`config.mk`:
```
export PLATFORM = sky130hd
export DESIGN_NAME = uart_rx
export DESIGN_NICKNAME = d
export VERILOG_FILES = /design/src/rtl/uart_pkg.sv /design/src/rtl/uart_rx_sync.sv /design/src/rtl/uart_rx.sv
export SDC_FILE = /design/constraint.sdc
export NUM_CORES = 1
export LEC_CHECK = 0
export ABC_AREA = 1
export BUFFER_PORTS_ARGS = -buffer_cell sky130_fd_sc_hd__buf_2
export CORE_ASPECT_RATIO = 0.6
export CORE_MARGIN = 1
export CORE_UTILIZATION = 51
export DETAILED_ROUTE_END_ITERATION = 10
export GPL_TIMING_DRIVEN = 0
export PLACE_DENSITY = 0.74
export SYNTH_ARGS = -nofsm -noshare
export SYNTH_HDL_FRONTEND = slang
export SYNTH_SLANG_ARGS = --single-unit
```
`constraint.sdc`:
```
create_clock -name clk -period 1.4 [get_ports clk]
set_clock_uncertainty 0.15 [all_clocks]
set_input_delay 0.21 -clock clk [delete_from_list [all_inputs] [get_ports clk]]
set_output_delay 0.21 -clock clk [all_outputs]
set_load 0.01 [all_outputs]
```
`src/rtl/uart_pkg.sv`:
```
// Shared definitions for the UART receive path: receiver FSM states,
// the oversampling ratio and the tick positions derived from it.
package uart_pkg;

  // Number of stb_sample ticks per bit period.
  localparam int OVERSAMPLE = 16;

  // Tick counter width: holds 0..OVERSAMPLE-1.
  localparam int TICK_W = $clog2(OVERSAMPLE);

  // Tick index at which the start bit is re-checked (bit centre).
  localparam logic [TICK_W-1:0] START_CHECK_TICK = TICK_W'(OVERSAMPLE / 2 - 1);

  // Tick index of the last tick of a full bit period.
  localparam logic [TICK_W-1:0] BIT_END_TICK = TICK_W'(OVERSAMPLE - 1);

  // Receiver FSM states.
  typedef enum logic [2:0] {
    IDLE  = 3'd0,
    START = 3'd1,
    DATA  = 3'd2,
    STOP  = 3'd3,
    BREAK = 3'd4
  } rx_state_t;

  // Advance the tick counter by one; callers only do this below BIT_END_TICK,
  // so the counter never wraps inside a frame.
  function automatic logic [TICK_W-1:0] tick_inc(input logic [TICK_W-1:0] tick);
    tick_inc = tick + {{(TICK_W-1){1'b0}}, 1'b1};
  endfunction

endpackage

```
`src/rtl/uart_rx_sync.sv`:
```
// Two-flop synchronizer for the asynchronous serial line.
// Both flops come out of reset at RESET_VAL so an idle-high line does not
// look like a start bit right after reset.
module uart_rx_sync #(
  parameter logic RESET_VAL = 1'b1
) (
  input  logic clk,
  input  logic rst,
  input  logic d,
  output logic q
);

  logic meta_r;
  logic sync_r;

  // Two-stage metastability filter.
  always_ff @(posedge clk or posedge rst) begin
    if (rst) begin
      meta_r <= RESET_VAL;
      sync_r <= RESET_VAL;
    end else begin
      meta_r <= d;
      sync_r <= meta_r;
    end
  end

  assign q = sync_r;

endmodule

```
`src/rtl/uart_rx.sv`:
```
// UART receiver, 16x oversampled, LSB first, one stop bit.
// All state advances only on cycles where stb_sample is high; the received
// byte is held in a one-entry output buffer with a valid/ready handshake.
module uart_rx
  import uart_pkg::*;
#(
  parameter int DATA_W = 8
) (
  input  logic              clk,
  input  logic              rst,
  input  logic              stb_sample,
  input  logic              serial_in,
  output logic [DATA_W-1:0] rx_data,
  output logic              rx_valid,
  input  logic              rx_ready,
  output logic              frame_err,
  output logic              overrun,
  output logic              busy
);

  // Bit counter holds 0..DATA_W.
  localparam int BIT_CNT_W = $clog2(DATA_W + 1);
  localparam logic [BIT_CNT_W-1:0] LAST_BIT = BIT_CNT_W'(DATA_W - 1);

  logic                 rx_s;

  rx_state_t            state_r;
  rx_state_t            state_next_s;
  logic [TICK_W-1:0]    tick_cnt_r;
  logic [TICK_W-1:0]    tick_cnt_next_s;
  logic [BIT_CNT_W-1:0] bit_cnt_r;
  logic [BIT_CNT_W-1:0] bit_cnt_next_s;
  logic [DATA_W-1:0]    shift_r;
  logic [DATA_W-1:0]    shift_next_s;

  logic                 frame_ok_s;
  logic                 frame_bad_s;

  logic [DATA_W-1:0]    rx_data_r;
  logic                 rx_valid_r;
  logic                 frame_err_r;
  logic                 overrun_r;
  logic                 busy_r;

  uart_rx_sync #(
    .RESET_VAL (1'b1)
  ) u_sync (
    .clk (clk),
    .rst (rst),
    .d   (serial_in),
    .q   (rx_s)
  );

  // FSM state, tick/bit counters and shift register.
  always_ff @(posedge clk or posedge rst) begin
    if (rst) begin
      state_r    <= IDLE;
      tick_cnt_r <= '0;
      bit_cnt_r  <= '0;
      shift_r    <= '0;
    end else begin
      state_r    <= state_next_s;
      tick_cnt_r <= tick_cnt_next_s;
      bit_cnt_r  <= bit_cnt_next_s;
      shift_r    <= shift_next_s;
    end
  end

  // Next-state logic; nothing moves except on a sample tick.
  always_comb begin
    state_next_s    = state_r;
    tick_cnt_next_s = tick_cnt_r;
    bit_cnt_next_s  = bit_cnt_r;
    shift_next_s    = shift_r;
    frame_ok_s      = 1'b0;
    frame_bad_s     = 1'b0;

    if (stb_sample) begin
      case (state_r)
        IDLE: begin
          if (!rx_s) begin
            state_next_s    = START;
            tick_cnt_next_s = '0;
          end else begin
            state_next_s    = IDLE;
          end
        end

        START: begin
          // Re-check the line at the start-bit centre to reject glitches.
          if (tick_cnt_r == START_CHECK_TICK) begin
            tick_cnt_next_s = '0;
            if (!rx_s) begin
              state_next_s   = DATA;
              bit_cnt_next_s = '0;
            end else begin
              state_next_s   = IDLE;
            end
          end else begin
            tick_cnt_next_s = tick_inc(tick_cnt_r);
          end
        end

        DATA: begin
          // One sample per bit period, shifted in from the top so the first
          // bit received ends up in bit 0.
          if (tick_cnt_r == BIT_END_TICK) begin
            tick_cnt_next_s = '0;
            shift_next_s    = {rx_s, shift_r[DATA_W-1:1]};
            bit_cnt_next_s  = bit_cnt_r + 1'b1;
            if (bit_cnt_r == LAST_BIT) begin
              state_next_s = STOP;
            end else begin
              state_next_s = DATA;
            end
          end else begin
            tick_cnt_next_s = tick_inc(tick_cnt_r);
          end
        end

        STOP: begin
          // Leaving at the stop-bit centre lets the next start edge be seen
          // on the very next low tick.
          if (tick_cnt_r == BIT_END_TICK) begin
            tick_cnt_next_s = '0;
            if (rx_s) begin
              state_next_s = IDLE;
              frame_ok_s   = 1'b1;
            end else begin
              state_next_s = BREAK;
              frame_bad_s  = 1'b1;
            end
          end else begin
            tick_cnt_next_s = tick_inc(tick_cnt_r);
          end
        end

        BREAK: begin
          // Wait for the line to return high before hunting for a start bit.
          if (rx_s) begin
            state_next_s = IDLE;
          end else begin
            state_next_s = BREAK;
          end
        end

        default: begin
          state_next_s    = IDLE;
          tick_cnt_next_s = '0;
          bit_cnt_next_s  = '0;
        end
      endcase
    end else begin
      state_next_s = state_r;
    end
  end

  // Output buffer, handshake and status pulses.
  always_ff @(posedge clk or posedge rst) begin
    if (rst) begin
      rx_data_r   <= '0;
      rx_valid_r  <= 1'b0;
      frame_err_r <= 1'b0;
      overrun_r   <= 1'b0;
      busy_r      <= 1'b0;
    end else begin
      frame_err_r <= frame_bad_s;
      busy_r      <= (state_next_s != IDLE);
      if (frame_ok_s) begin
        if (!rx_valid_r || rx_ready) begin
          // Buffer is free, or being drained this very cycle.
          rx_data_r  <= shift_r;
          rx_valid_r <= 1'b1;
          overrun_r  <= 1'b0;
        end else begin
          // Buffer still held: keep the old byte, drop the new one.
          overrun_r  <= 1'b1;
        end
      end else begin
        overrun_r <= 1'b0;
        if (rx_valid_r && rx_ready) begin
          rx_valid_r <= 1'b0;
        end else begin
          rx_valid_r <= rx_valid_r;
        end
      end
    end
  end

  assign rx_data   = rx_data_r;
  assign rx_valid  = rx_valid_r;
  assign frame_err = frame_err_r;
  assign overrun   = overrun_r;
  assign busy      = busy_r;

endmodule

```
==> summary.txt <==
Timing
  – Setup repair after global routing missed its margin: yes
  – Min Tclk post-route: 1631 ps
  – Final worst slack: -231.3 ps
  – Fin crit share: 116.5%
  – Hold_ws: -124.0 ps
  – Endpoints failing setup: 26
  – Endpoints failing hold: 17
  – Max-slew violations: 0
  – Fmax achieved: 613.0 MHz
  – Setup TNS: -4566 ps
  – Relative slew slack: 51.18%
  – Slew @ Worst Pin: 731.5 ps

Synth
  – Yosys reg bits: 33
  – Synth warn: 0
  – Mapped Nets: 176
  – Post-synth top area share: 49.68%
  – Mapped Area: 1561 sq um
  – Post-synth top flop: dfrtp_1
  – Syn Inst Count: 169
  – Syn_area_per_cell: 9.240 sq um
  – Sequential element share of the synthesized area: 53.04%
  – Commonest cells post-synth: nand2_1, dfrtp_1, inv_1
  – Yosys top cell by area: dfrtp_1
  – Yosys cell types: 28
  – EDFF count, synth: 0
  – Asr flop ratio synth: 100.0%
  – Synth top area cells: dfrtp_1, nand2_1, o21ai_2
  – Cell with the most instances after synthesis: nand2_1

Finish
  – N_diodes: 0
  – Fill cell count: 173
  – Multi-input logic area: 842.1 sq um
  – Share of cells above drive strength 1: 52.11%
  – Area delta synth->final: 43.91%
  – Post-layout util: 77.75%
  – Final Net Count: 219
  – Sequential cell area: 830.8 sq um

Floorplanning
  – Horiz. Die Dim: 73.44 um
  – Die area: 3294 sq um
  – Die Y: 44.86 um
  – Ports: 17
  – Initial Util: 54.03%
  – Core area: 2890 sq um
  – Rows: 15

Power
  – Clk pwr share: 32.8%
  – Sw Ratio: 29.54%
  – Tot Pwr: 2.139 mW
  – Pint: 1.507 mW
  – Logic pwr share: 17.4%
  – PwrDens: 951.8 nW/um^2
  – P_leak: 1.052 nW
  – Reg power frac: 49.9%
  – VDD IR-drop max: 0.0006969 V
  – Sw Pwr: 0.6318 mW

Routing
  – DR pass1 iterations: 4
  – Total number of vias: 1,399
  – Detailed Route Iter0 Violations: 130
  – Avg Vias per Cell: 5.486
  – Residual DRC: 0
  – Routed wire length: 4359 um
  – Routed len/inst: 17.09 um
  – Remaining antenna violation count: 0

CTS
  – TritonCTS Buffers: 5
  – Worst skew pair latency: 290 ps
  – CTS Root Cell: clkbuf_8
  – CTS tree: built
  – TritonCTS Sinks: 33
  – CTS Hold Buffers Added: 1
  – H-tree depth: 2
  – Clock Tree Buf Depth: 2
  – Worst-path clk slew: 70 ps

Placed design
  – GP Congestion: 0.8899
  – I/O Buffers: 15
  – Pre-CTS setup slack: -225.0 ps
  – Post-detail-place hpwl: 2264 um

Worst setup path
  – Setup crit end kind: register
  – Worst setup SP type: register
  – Critical Path AT: 1700 ps
  – Critical Path RT: 1470 ps
  – Crit Path Category: reg -> reg
  – Worst Path Max Fanout: 5

Global routing
  – Initial antenna violation count: 0
  – Largest net degree at the start of global routing: 34
  – Global-route wire length before repair: 5582 um
  – Total track usage: 23.46%
  – Vias in the first global route: 1,242
  – GRT overflow: 0

Run status
  – Failing checks: negative hold slack, negative setup slack
  – Outcome: complete, but fails checks

Job
  – MaxCap Viol Count: 0

Min path
  – Worst hold path class: in -> async
==> path summary, 6_finish.rpt <==
check / from / end / slack (ps) / cells past startpoint
worst min register to register: u_sync.meta_r$_DFF_PP1_ / u_sync.q$_DFF_PP1_ / 210 / 0
worst max register to register: tick_cnt_r[1]$_DFFE_PP0P_ / rx_data[3]$_DFFE_PP0P_ / -230 / 6
min in group clk: stb_sample / state_r[2]$_DFF_PP0_ / 90 / 2
worst min-delay path: rst / rx_data[3]$_DFFE_PP0P_ / -120 / 2
max in group asynchronous: rst / u_sync.q$_DFF_PP1_ / 570 / 3
worst max-delay path: tick_cnt_r[1]$_DFFE_PP0P_ / rx_data[3]$_DFFE_PP0P_ / -230 / 6
==> layout make-up <==
class	instances	share of cell area, %
multi-input cells	112	37.47
well taps	42	2.339
inverters	21	3.619
repair buffers	36	14.14
flip-flops and latches	33	36.97
clock buffers	8	3.563
plain buffers	3	1.893
==> state kept, by name, indices dropped and copies added (netlist names), 3 cells and up <==
register / count
state_r: 3
bit_cnt_r: 4
rx_data: 8
tick_cnt_r: 4
shift_r: 8
==> layout by cell type, fill, tap and decap left out, drive strengths merged <==
cell type     n
o21bai        1
nor2         14
nand2        44
buf          36
or2           1
dfrtp        31
o21ai        26
xor2          2
nand3        12
clkbuf       10
dfstp         2
a21oi         5
o22ai         1
nand4         1
nor3          2
inv          21
dlygate4sd3   1
ha            2
nor4          1
==> logic make-up (layout without fill, tap and decap cells) <==
kind of cell / after synthesis / count (layout) / share of synthesized area, %
adders and majority gates: 2 / 2 / 1.602
AOI/OAI and AO/OA: 33 / 33 / 13.46
DFF: 33 / 33 / 53.04
and+or+nand+nor: 75 / 75 / 23.80
buffers and inverters: 24 / 68 / 6.972
xor gates and xnor gates: 2 / 2 / 1.122
==> worst max-delay path, cell delays in order, from the launching register on <==
cell,delay [ps]
dfrtp_1,410
ha_4,200
nand3_4,120
nor2_4,130
nand4_4,190
clkbuf_16,230
o21ai_2,130
==> power groups by stage <==
stage / sequential (mW) / clock (mW) / combinational (mW)
4_1_cts: 1.06 / 0.683 / 0.300
3_3_place_gp: 1.07 / 0 / 0.212
2_1_floorplan: 1.07 / 0 / 0.171
3_5_place_dp: 1.08 / 0 / 0.232
5_1_grt: 1.07 / 0.742 / 0.401
6_report: 1.07 / 0.701 / 0.371
==> repair_timing <==
| item | in CTS | in global routing |
|---|---|---|
| pin swaps | 5 | 9 |
| resized for setup | 26 | 37 |
| hold endpoints to repair | 1 | 17 |
| cloned | 0 | 2 |
| buffers inserted | 9 | 8 |
| endpoints found under the setup margin | 28 | 30 |
==> stage by stage <==
step	instances	area [sq um]
after floorplan	169	1594
after global placement	226	1722
after detailed placement	226	1722
after CTS	244	1984
after global routing	255	2247
final	255	2247
==> metal layers <==
layer / global-route usage [%] / share of wire (%) / wire length, um / vias up
met5: 0 / 0 / 0 / -
met3: 6.920 / 7.2 / 315 / 9
met1: 29.48 / 43 / 1887 / 694
met4: 9.615 / 1.2 / 51 / 0
li1: - / - / - / 635
met2: 38.89 / 48 / 2103 / 61
Power figures use the tool's default switching activity.
